$ cat src/rtl/xlr8_pin_mode_seq.sv
// xlr8_pin_mode_seq: per-pin digital/analog mode sequencer for A0..A(N-1).
// Switching pins are broken (OE, pullup, analog switch all off) for one
// cycle, held disconnected while a settle counter runs, then committed.
// Pad inputs are synchronised and masked on analog pins; the board I2C
// pullup enable is gated by the mode of the last two pins (SDA, SCL).
// Optional feature macro: XLR8_PIN_GLITCH_FILTER_EN adds a 3-sample
// majority filter behind the input synchroniser.
module xlr8_pin_mode_seq #(
  parameter int NUM_PINS      = 6,
  parameter int SETTLE_CYCLES = 16,
  parameter int SYNC_STAGES   = 2
) (
  input  logic                Clock,
  input  logic                RESET,
  input  logic [NUM_PINS-1:0] mode_req,
  input  logic                mode_req_valid,
  output logic                mode_req_ready,
  output logic [NUM_PINS-1:0] mode_cur,
  output logic                mode_done,
  output logic                busy,
  input  logic [NUM_PINS-1:0] dig_oe_in,
  input  logic [NUM_PINS-1:0] dig_out_in,
  input  logic [NUM_PINS-1:0] pullup_req,
  input  logic [NUM_PINS-1:0] pad_in,
  output logic [NUM_PINS-1:0] pad_oe,
  output logic [NUM_PINS-1:0] pad_out,
  output logic [NUM_PINS-1:0] pullup_en,
  output logic [NUM_PINS-1:0] ana_connect,
  output logic [NUM_PINS-1:0] dig_in,
  input  logic                i2c_pull_req,
  output logic                I2C_ENABLE
);

  typedef enum logic [1:0] {
    ST_IDLE   = 2'd0,
    ST_BREAK  = 2'd1,
    ST_SETTLE = 2'd2
  } state_t;

  localparam logic [7:0] SETTLE_LAST = 8'(SETTLE_CYCLES);

  state_t              state_r;
  logic [NUM_PINS-1:0] req_r;
  logic [NUM_PINS-1:0] chg_r;
  logic [NUM_PINS-1:0] mode_cur_r;
  logic [7:0]          cnt_r;
  logic                mode_done_r;

  logic                accept_s;
  logic                busy_s;
  logic                exit_s;
  logic [NUM_PINS-1:0] mode_nxt_s;
  logic [NUM_PINS-1:0] oe_nxt_s;
  logic [NUM_PINS-1:0] out_nxt_s;
  logic [NUM_PINS-1:0] pu_nxt_s;
  logic [NUM_PINS-1:0] ana_nxt_s;
  logic                i2c_nxt_s;
  logic [NUM_PINS-1:0] sync_r [0:SYNC_STAGES-2];
  logic [NUM_PINS-1:0] sync_out_s;
  logic [NUM_PINS-1:0] din_src_s;

  assign busy_s         = (state_r != ST_IDLE);
  assign accept_s       = mode_req_valid & (state_r == ST_IDLE);
  assign exit_s         = (state_r == ST_SETTLE) & (cnt_r == SETTLE_LAST);
  assign mode_req_ready = (state_r == ST_IDLE) & ~RESET;
  assign busy           = busy_s;
  assign mode_cur       = mode_cur_r;
  assign mode_done      = mode_done_r;
  assign sync_out_s     = sync_r[SYNC_STAGES-2];

  // Sequencer FSM: accept request, break, settle, commit mode_cur.
  always_ff @(posedge Clock) begin
    if (RESET) begin
      state_r     <= ST_IDLE;
      req_r       <= '1;
      chg_r       <= '0;
      cnt_r       <= 8'd0;
      mode_cur_r  <= '1;
      mode_done_r <= 1'b0;
    end else begin
      mode_done_r <= 1'b0;
      case (state_r)
        ST_IDLE: begin
          if (accept_s) begin
            req_r <= mode_req;
            chg_r <= mode_req ^ mode_cur_r;
            if (mode_req == mode_cur_r) begin
              mode_done_r <= 1'b1;
            end else begin
              state_r <= ST_BREAK;
            end
          end
        end
        ST_BREAK: begin
          cnt_r   <= 8'd0;
          state_r <= ST_SETTLE;
        end
        ST_SETTLE: begin
          if (cnt_r == SETTLE_LAST) begin
            mode_cur_r  <= req_r;
            mode_done_r <= 1'b1;
            state_r     <= ST_IDLE;
          end else begin
            cnt_r <= cnt_r + 8'd1;
          end
        end
        default: state_r <= ST_IDLE;
      endcase
    end
  end

  // Mode that mode_cur will hold after this edge (used to mask dig_in).
  always_comb begin
    mode_nxt_s = mode_cur_r;
    if (exit_s) begin
      mode_nxt_s = req_r;
    end else begin
      mode_nxt_s = mode_cur_r;
    end
  end

  // Per-pin pad drive: switching pins isolated while busy, else by mode.
  always_comb begin
    oe_nxt_s  = '0;
    out_nxt_s = '0;
    pu_nxt_s  = '0;
    ana_nxt_s = '0;
    for (int i = 0; i < NUM_PINS; i++) begin
      if (busy_s && chg_r[i]) begin
        oe_nxt_s[i]  = 1'b0;
        out_nxt_s[i] = 1'b0;
        pu_nxt_s[i]  = 1'b0;
        ana_nxt_s[i] = 1'b0;
      end else if (mode_cur_r[i]) begin
        oe_nxt_s[i]  = 1'b0;
        out_nxt_s[i] = 1'b0;
        pu_nxt_s[i]  = 1'b0;
        ana_nxt_s[i] = 1'b1;
      end else begin
        oe_nxt_s[i]  = dig_oe_in[i];
        out_nxt_s[i] = dig_out_in[i];
        pu_nxt_s[i]  = pullup_req[i];
        ana_nxt_s[i] = 1'b0;
      end
    end
  end

  assign i2c_nxt_s = i2c_pull_req & ~mode_cur_r[NUM_PINS-2] & ~mode_cur_r[NUM_PINS-1]
                     & ~(busy_s & (chg_r[NUM_PINS-2] | chg_r[NUM_PINS-1]));

  // Registered pad and I2C pullup outputs.
  always_ff @(posedge Clock) begin
    if (RESET) begin
      pad_oe      <= '0;
      pad_out     <= '0;
      pullup_en   <= '0;
      ana_connect <= '1;
      I2C_ENABLE  <= 1'b0;
    end else begin
      pad_oe      <= oe_nxt_s;
      pad_out     <= out_nxt_s;
      pullup_en   <= pu_nxt_s;
      ana_connect <= ana_nxt_s;
      I2C_ENABLE  <= i2c_nxt_s;
    end
  end

  // Input synchroniser; the final stage is the dig_in register below.
  always_ff @(posedge Clock) begin
    if (RESET) begin
      for (int k = 0; k < SYNC_STAGES - 1; k++) begin
        sync_r[k] <= '0;
      end
    end else begin
      sync_r[0] <= pad_in;
      for (int k = 1; k < SYNC_STAGES - 1; k++) begin
        sync_r[k] <= sync_r[k-1];
      end
    end
  end

`ifdef XLR8_PIN_GLITCH_FILTER_EN
  logic [NUM_PINS-1:0] hist0_r;
  logic [NUM_PINS-1:0] hist1_r;
  logic [NUM_PINS-1:0] hist2_r;
  logic [NUM_PINS-1:0] entry_s;

  // Pins switching into digital mode on this edge start with clean history.
  assign entry_s = chg_r & ~req_r & {NUM_PINS{exit_s}};

  // Three-sample history for the majority filter.
  always_ff @(posedge Clock) begin
    if (RESET) begin
      hist0_r <= '0;
      hist1_r <= '0;
      hist2_r <= '0;
    end else begin
      hist0_r <= sync_out_s & ~entry_s;
      hist1_r <= hist0_r & ~entry_s;
      hist2_r <= hist1_r & ~entry_s;
    end
  end

  assign din_src_s = (hist0_r & hist1_r) | (hist0_r & hist2_r) | (hist1_r & hist2_r);
`else
  assign din_src_s = sync_out_s;
`endif

  // Registered digital input, forced to zero on analog pins.
  always_ff @(posedge Clock) begin
    if (RESET) begin
      dig_in <= '0;
    end else begin
      dig_in <= din_src_s & ~mode_nxt_s;
    end
  end

endmodule

$ cat config.mk
export PLATFORM = sky130hd
export DESIGN_NAME = xlr8_pin_mode_seq
export DESIGN_NICKNAME = d
export VERILOG_FILES = /design/src/rtl/xlr8_pin_mode_seq.sv
export SDC_FILE = /design/constraint.sdc
export NUM_CORES = 1
export LEC_CHECK = 0
export ABC_CLOCK_PERIOD_IN_PS = 1700
export CORE_UTILIZATION = 42
export CTS_CLUSTER_SIZE = 28
export DETAILED_ROUTE_END_ITERATION = 12
export GPL_TIMING_DRIVEN = 0
export PLACE_DENSITY = 0.75
export SLEW_MARGIN = 20
export SYNTH_ARGS = -nofsm -noshare
export SYNTH_HDL_FRONTEND = slang
export SYNTH_SLANG_ARGS = --single-unit
$ cat constraint.sdc
create_clock -name Clock -period 1.7 [get_ports Clock]
set_clock_uncertainty 0.2 [all_clocks]
set_input_delay 0.51 -clock Clock [delete_from_list [all_inputs] [get_ports Clock]]
set_output_delay 0.51 -clock Clock [all_outputs]
set_load 0.02 [all_outputs]
==> flow_summary.ini <==
[timing]
fin_ws_ps = -205
fin_crit_sh = 1.12
tightest_slew_ps = 567
slew_headroom = 0.622
setup_viol = 5
final.min_clock_period_ps = 1910
max_freq_mhz = 525
final_hold_viol_count = 0
rsz0062_at_grt = true
slew_violations = 0
tns_ps = -474

[setup_path]
slowest_delay_ps = 350
worst-r2r-setup-slack_ps = -80
crit_arrival_ps = 1200
crit_fanout = 4
cp-end-kind = output port
slowest_stage = dfxtp_4
cp.required_ps = 990
crit_path_cell_trace = nor2_4 > inv_4 > buf_8 > nor2_4 > buf_6
cp.buffers_inverters = 3
crit_top_cell = nor2_4
critical-path-top-delay-family = flip-flops
critPathKind = flip-flop to output port
startpoint_type = flip-flop

[die]
ios = 74
die_h_um = 80.1
start_util = 0.433
coreArea_um2 = 5920
die_x_um = 80.1
placementRows = 28
fp.dieArea_um2 = 6420

[finish]
finalNetCount = 399
num-fill-cells = 473
final_cell_area_um2 = 3880
final_common_cell = dfxtp_1
layout_common_cells = 52 x dfxtp_1, 31 x clkdlybuf4s50_1, 25 x and2_1, 23 x buf_4, 21 x clkdlybuf4s15_1
antenna_cells = 0
area.growth.synth_to_final_pct = 51.2
drive_above_1_share = 0.269

[logic_synthesis]
synthMuxAreaShare = 0.0122
synth_compound_area_frac = 0.173
synthAdderAreaFrac = 0.00976
yosysWarnings = 0
synthArstFlopShare = 0
postSynthCellCount = 254
ys_ff_latch = 66
yosysSeqAreaShare = 0.515
synth_nets = 290
synth_xor_area_frac = 0.0205
yosys.area_share.simple = 0.223
synth_top_family_by_area = simple AND/OR/NAND/NOR gates
syn_area_um2 = 2560
yosys.cell_types.count = 46
synth_ff_type = dfxtp_1
synth_edf_count = 0
syn_area_per_cell_um2 = 10.1

[pwr]
leakage_nw = 1.52
power_frac_clock = 0.406
switching_power_mw = 0.819
internal_power_mw = 2.62
switching_share = 0.238
seqPwrFrac = 0.470
p_total_mw = 3.44
powerDensity_nw_per_um2 = 888
combPwrFrac = 0.124
vdd_drop_max_uv = 716

[global_route]
grt.total_usage = 0.213
grt_pass1_vias = 2209
grt.overflow.total = 0
antenna_found_initial = 0
grt_pass1_wl_mm = 10.3
grt_max_degree = 12

[run]
timing.max_cap.violations = 0

[clocking]
cts_made_buffers = 9
htree_levels = 3
clockRootBuffer = clkbuf_8
cts_buffer_depth = 2
clk_pin_slew_ps = 70
clk_latency_ps = 340
clock_sinks = 66
hold_buffers = 0
tritoncts = done

[placement]
place_area_um2 = 3420
place_hpwl_mm = 4.18
gp_congestion = 0.820
numPortBuffers = 73

[drt]
wl_per_cell_um = 15.1
drt-pass1-iter-count = 4
drt-total-wl_mm = 6.68
ant_nets = 0
drt_iter0_markers = 135
drc = 0
vias = 2304
via_per_inst = 5.20

[run_status]
failed_checks = setup timing
status = complete, but fails checks

[worst_hold_path]
hold_path.class = flip-flop to flip-flop
==> state kept, by name (all words and copies together) (netlist names) <==
register     cells
pullup_en        6
ana_connect      6
state_r          2
chg_r            6
pad_out          6
I2C_ENABLE       1
sync_r           6
cnt_r            8
mode_cur         6
req_r            6
pad_oe           6
mode_done        1
dig_in           6
==> timing repair <==
| item | CTS | global route |
|---|---|---|
| pin swaps | 13 | 9 |
| cloned | 0 | 2 |
| endpoints found under the setup margin | 98 | 59 |
| buffers inserted | 19 | 5 |
| resized for setup | 119 | 41 |
==> synthesized netlist by cell type (2+ instances only) <==
cell type,number,share of area
ha_1,2,0.0098
o22ai_1,2,0.0049
and4b_1,4,0.016
nor2b_1,13,0.032
mux2i_1,2,0.0078
buf_2,2,0.0039
xnor2_1,6,0.020
a21o_1,6,0.018
a211oi_1,12,0.035
and2_1,25,0.061
inv_1,7,0.010
a21oi_1,2,0.0039
dfxtp_1,66,0.52
a211o_1,6,0.020
or2_2,2,0.0049
clkbuf_1,7,0.010
o32ai_1,2,0.0068
o2111ai_1,2,0.0068
buf_4,5,0.015
o211ai_1,2,0.0059
a31oi_1,3,0.0073
nand3b_1,2,0.0059
o21ai_0,3,0.0059
nand4_1,9,0.022
nor2_1,15,0.022
a311o_1,6,0.023
nand2_1,10,0.015
or4_1,2,0.0059
nand2b_1,2,0.0049
nand3_1,5,0.0098
buf_1,2,0.0029
a21boi_0,6,0.018
==> layer usage <==
layer | share of wire | track usage | vias to the layer above
met2 | 0.47 | 0.354 | 96
met1 | 0.45 | 0.255 | 1062
met3 | 0.062 | 0.0455 | 13
met5 | 0 | 0 | -
met4 | 0.021 | 0.120 | 0
li1 | - | - | 1133
==> kinds of logic (layout without fill, tap and decap cells) <==
| family | count (synthesis) | after routing |
|---|---|---|
| flops | 66 | 66 |
| simple gates | 96 | 96 |
| fa+ha+maj | 2 | 2 |
| mux | 3 | 3 |
| xor+xnor | 6 | 6 |
| buf+inv | 24 | 138 |
| compound gates | 57 | 57 |
==> worst register-to-register path: stages, from the launching register on <==
cell and delay, ps:
dfxtp_4 350, or4_4 560, or4_1 480, a31oi_1 130
==> power groups by stage <==
| stage | registers, mW | clock network [mW] | logic (mW) |
|---|---|---|---|
| 2_1_floorplan | 1.66 | 0 | 0.174 |
| 3_3_place_gp | 1.66 | 0 | 0.317 |
| 3_5_place_dp | 1.66 | 0 | 0.318 |
| 4_1_cts | 1.62 | 1.41 | 0.398 |
| 5_1_grt | 1.62 | 1.49 | 0.458 |
| 6_report | 1.62 | 1.40 | 0.426 |
==> worst paths after layout <==
check	start	to	depth (start not counted)
max	state_r[1]$_SDFFE_PP0P_	mode_req_ready	5
min	sync_r[0][3]$_SDFF_PP0_	dig_in[3]$_SDFF_PP0_	1
max reg2reg	cnt_r[3]$_SDFFE_PP0P_	cnt_r[1]$_SDFFE_PP0P_	3
min reg2reg	sync_r[0][3]$_SDFF_PP0_	dig_in[3]$_SDFF_PP0_	1
==> metrics by stage <==
stage | cells | util | hold slack (ps) | worst slack, ps
detailed placement | 402 | 0.578 | 243 | -1140
floorplan | 254 | - | 230 | -45.1
finish | 443 | 0.655 | 254 | -205
CTS | 436 | 0.644 | 254 | -215
global route | 443 | 0.655 | 273 | -241
global placement | 402 | 0.578 | 235 | -1130
==> final cells by class <==
| cell class | count | area [um2] | area share |
|---|---|---|---|
| flip-flops and latches | 66 | 1350 | 0.349 |
| well taps | 75 | 93.8 | 0.0242 |
| repair buffers | 99 | 862 | 0.222 |
| clock buffers | 13 | 169 | 0.0436 |
| multi-input cells | 164 | 1190 | 0.308 |
| inverters | 7 | 31.3 | 0.00807 |
| clock inverters | 3 | 46.3 | 0.0119 |
| plain buffers | 16 | 129 | 0.0332 |
No activity file was read; power rests on OpenSTA's default activity.
==> edit, RTL diff (config.mk and constraints unchanged) <==
Build with the macro `XLR8_PIN_GLITCH_FILTER_EN` defined.
--- a/src/rtl/xlr8_pin_mode_seq.sv
+++ b/src/rtl/xlr8_pin_mode_seq.sv
@@ -6,4 +6,6 @@
 // Optional feature macro: XLR8_PIN_GLITCH_FILTER_EN adds a 3-sample
 // majority filter behind the input synchroniser.
+`define XLR8_PIN_GLITCH_FILTER_EN
+
 module xlr8_pin_mode_seq #(
   parameter int NUM_PINS      = 6,
Behaviour: same outputs for any inputs over 10 cycles, from zero or initial values and one cycle with RESET high; that may be too few to reach the edited logic, so the function may still have changed.
==> edit against the original RTL <==
The flow still finishes with violations (setup timing). Sequential power grew 28%. Sequential cell count grew 18. Synthesized cell count grew 18%. Cell area grew 9.8%. Routed wire length grew 9.1%. Clock power shrank 16%. Sequential share of layout area grew 4.9 points. Register-to-register slack lost 0.33 ns. Cell count grew 12%. Setup slack lost 0.20 ns. Power grew 6.6%. Maximum frequency shrank 9.6%. Area after synthesis grew 16%. Via count grew 7.7%. Critical path type is now register to register. Critical endpoint is now hist0_r[1]. Highest routed layer unchanged.
==> edit: results (changes against the original RTL) <==
[run_status]
status=complete, but fails checks
violations=setup timing

[worst_setup_path]
r2r-start=cnt_r[4]
worstPathArrival_ns=2.15  ; +0.95 ns
r2r-end=hist0_r[1]
cpPeakStageDelay_ns=0.55  ; +0.20 ns
critPathSlowestCell=or3b_2
reg2reg_depth=6  ; +3
cpLargestDelayFamily=simple AND/OR/NAND/NOR gates

[synth]
synth_xor_area_share_pct=1.77  ; -0.28 points
synth_area_leaders=dfxtp_1, and2_1, nand2_1, a211oi_1, maj3_1
ys_types=41  ; -11%
seq_area_frac_synth_pct=56.7  ; +5.2 points
synthesis.nets=335  ; +16%
synthMuxAreaShare_pct=2.41  ; +1.2 points
synth_compound_area_share_pct=9.96  ; -7.4 points

[placed_design]
pre_cts_ws_ns=-1.18  ; -0.0421 ns
finalWeightedCongestion=0.816  ; -0.49%
place_inst=467  ; +16%
numPortBuffers=72  ; -1.4%

[detailed_routing]
via_per_inst=4.98  ; -4.2%
drtIter0Drc=111  ; -18%
wl_per_cell_um=14.6  ; -2.9%

[grt]
grt_start_max_net_pins=13  ; +1
grt_pass1_wl_um=11300  ; +9.9%
grt_use_total_pct=20.1  ; -1.3 points

[layout]
nFillCells=557  ; +18%

[sta]
max_slew.worst_pin.slew_ns=0.565  ; -0.00256 ns
finalSetupViolations=41  ; +36
tns_ns=-13.98  ; -13.51 ns
final.setup.worst_slack_ns=-0.408  ; -0.202 ns

[min_path]
worstHoldEndpoint=hist0_r[3]

[pwr]
ir_worst_vdd_mv=0.500  ; -30%
leakagePower_uw=0.00173  ; +14%

==> edit: metrics by stage <==
stage	total power, uW	util (%)	hold WS (ns)	instance area (um^2)
3_5_place_dp	2420	56.1	0.214	3810
5_1_grt	3820	62.7	0.257	4260
2_1_floorplan	2270	-	0.206	2970
3_3_place_gp	2410	56.1	0.207	3810
6_report	3670	62.7	0.232	4260
4_1_cts	3650	61.3	0.231	4170
==> edit: worst max path at each step <==
stage,slack [ns],endpoint,cells after the start,startpoint
floorplan,-0.32,dig_in[4],7,cnt_r[0]
global placement,-1.17,mode_req_ready,5,RESET
detailed placement,-1.18,mode_req_ready,5,RESET
CTS,-0.44,dig_in[3],7,cnt_r[1]
global route,-0.46,hist2_r[1],8,cnt_r[0]
finish,-0.41,hist0_r[1],6,cnt_r[4]
==> edit: layer usage <==
layer / wire length (um) / vias up / GRT usage, %
met4: 187 / 0 / 11.1
met5: 0 / - / 0
met1: 3300 / 1172 / 25.5
met3: 345 / 17 / 4.72
met2: 3450 / 85 / 31.5
li1: - / 1207 / -
==> edit: report_power, final <==
part	internal, uW	switching (uW)	leakage (uW)
clock network	523	644	0.0000735
registers	2030	43.8	0.000683
logic	222	214	0.000974
==> edit: final cells by class <==
cell class / count / area, um^2 / area share [%]
multi-input combinational: 191 / 1350 / 31.8
inverter: 11 / 41.3 / 0.969
buffer: 12 / 130 / 3.06
clock inverter: 2 / 12.5 / 0.294
clock buffer: 13 / 139 / 3.26
tap: 96 / 120 / 2.82
timing repair buffer: 89 / 767 / 18.0
sequential: 84 / 1700 / 39.8
==> edit: logic make-up after synthesis <==
kind of cell / Yosys count
flip-flops: 84
AND/OR/NAND/NOR: 127
XOR/XNOR: 6
AO/OA/AOI/OAI: 43
adder cells (fa/ha/maj): 8
multiplexers: 7
buffers and inverters: 24
==> edit: timing repair <==
action                                  in CTS  in global routing
setup buffers                               12                  4
gates cloned                                 1                  0
pin swaps                                   13                 12
resized for setup                          127                 66
hold buffers                                 0                  0
endpoints found under the setup margin     103                 75
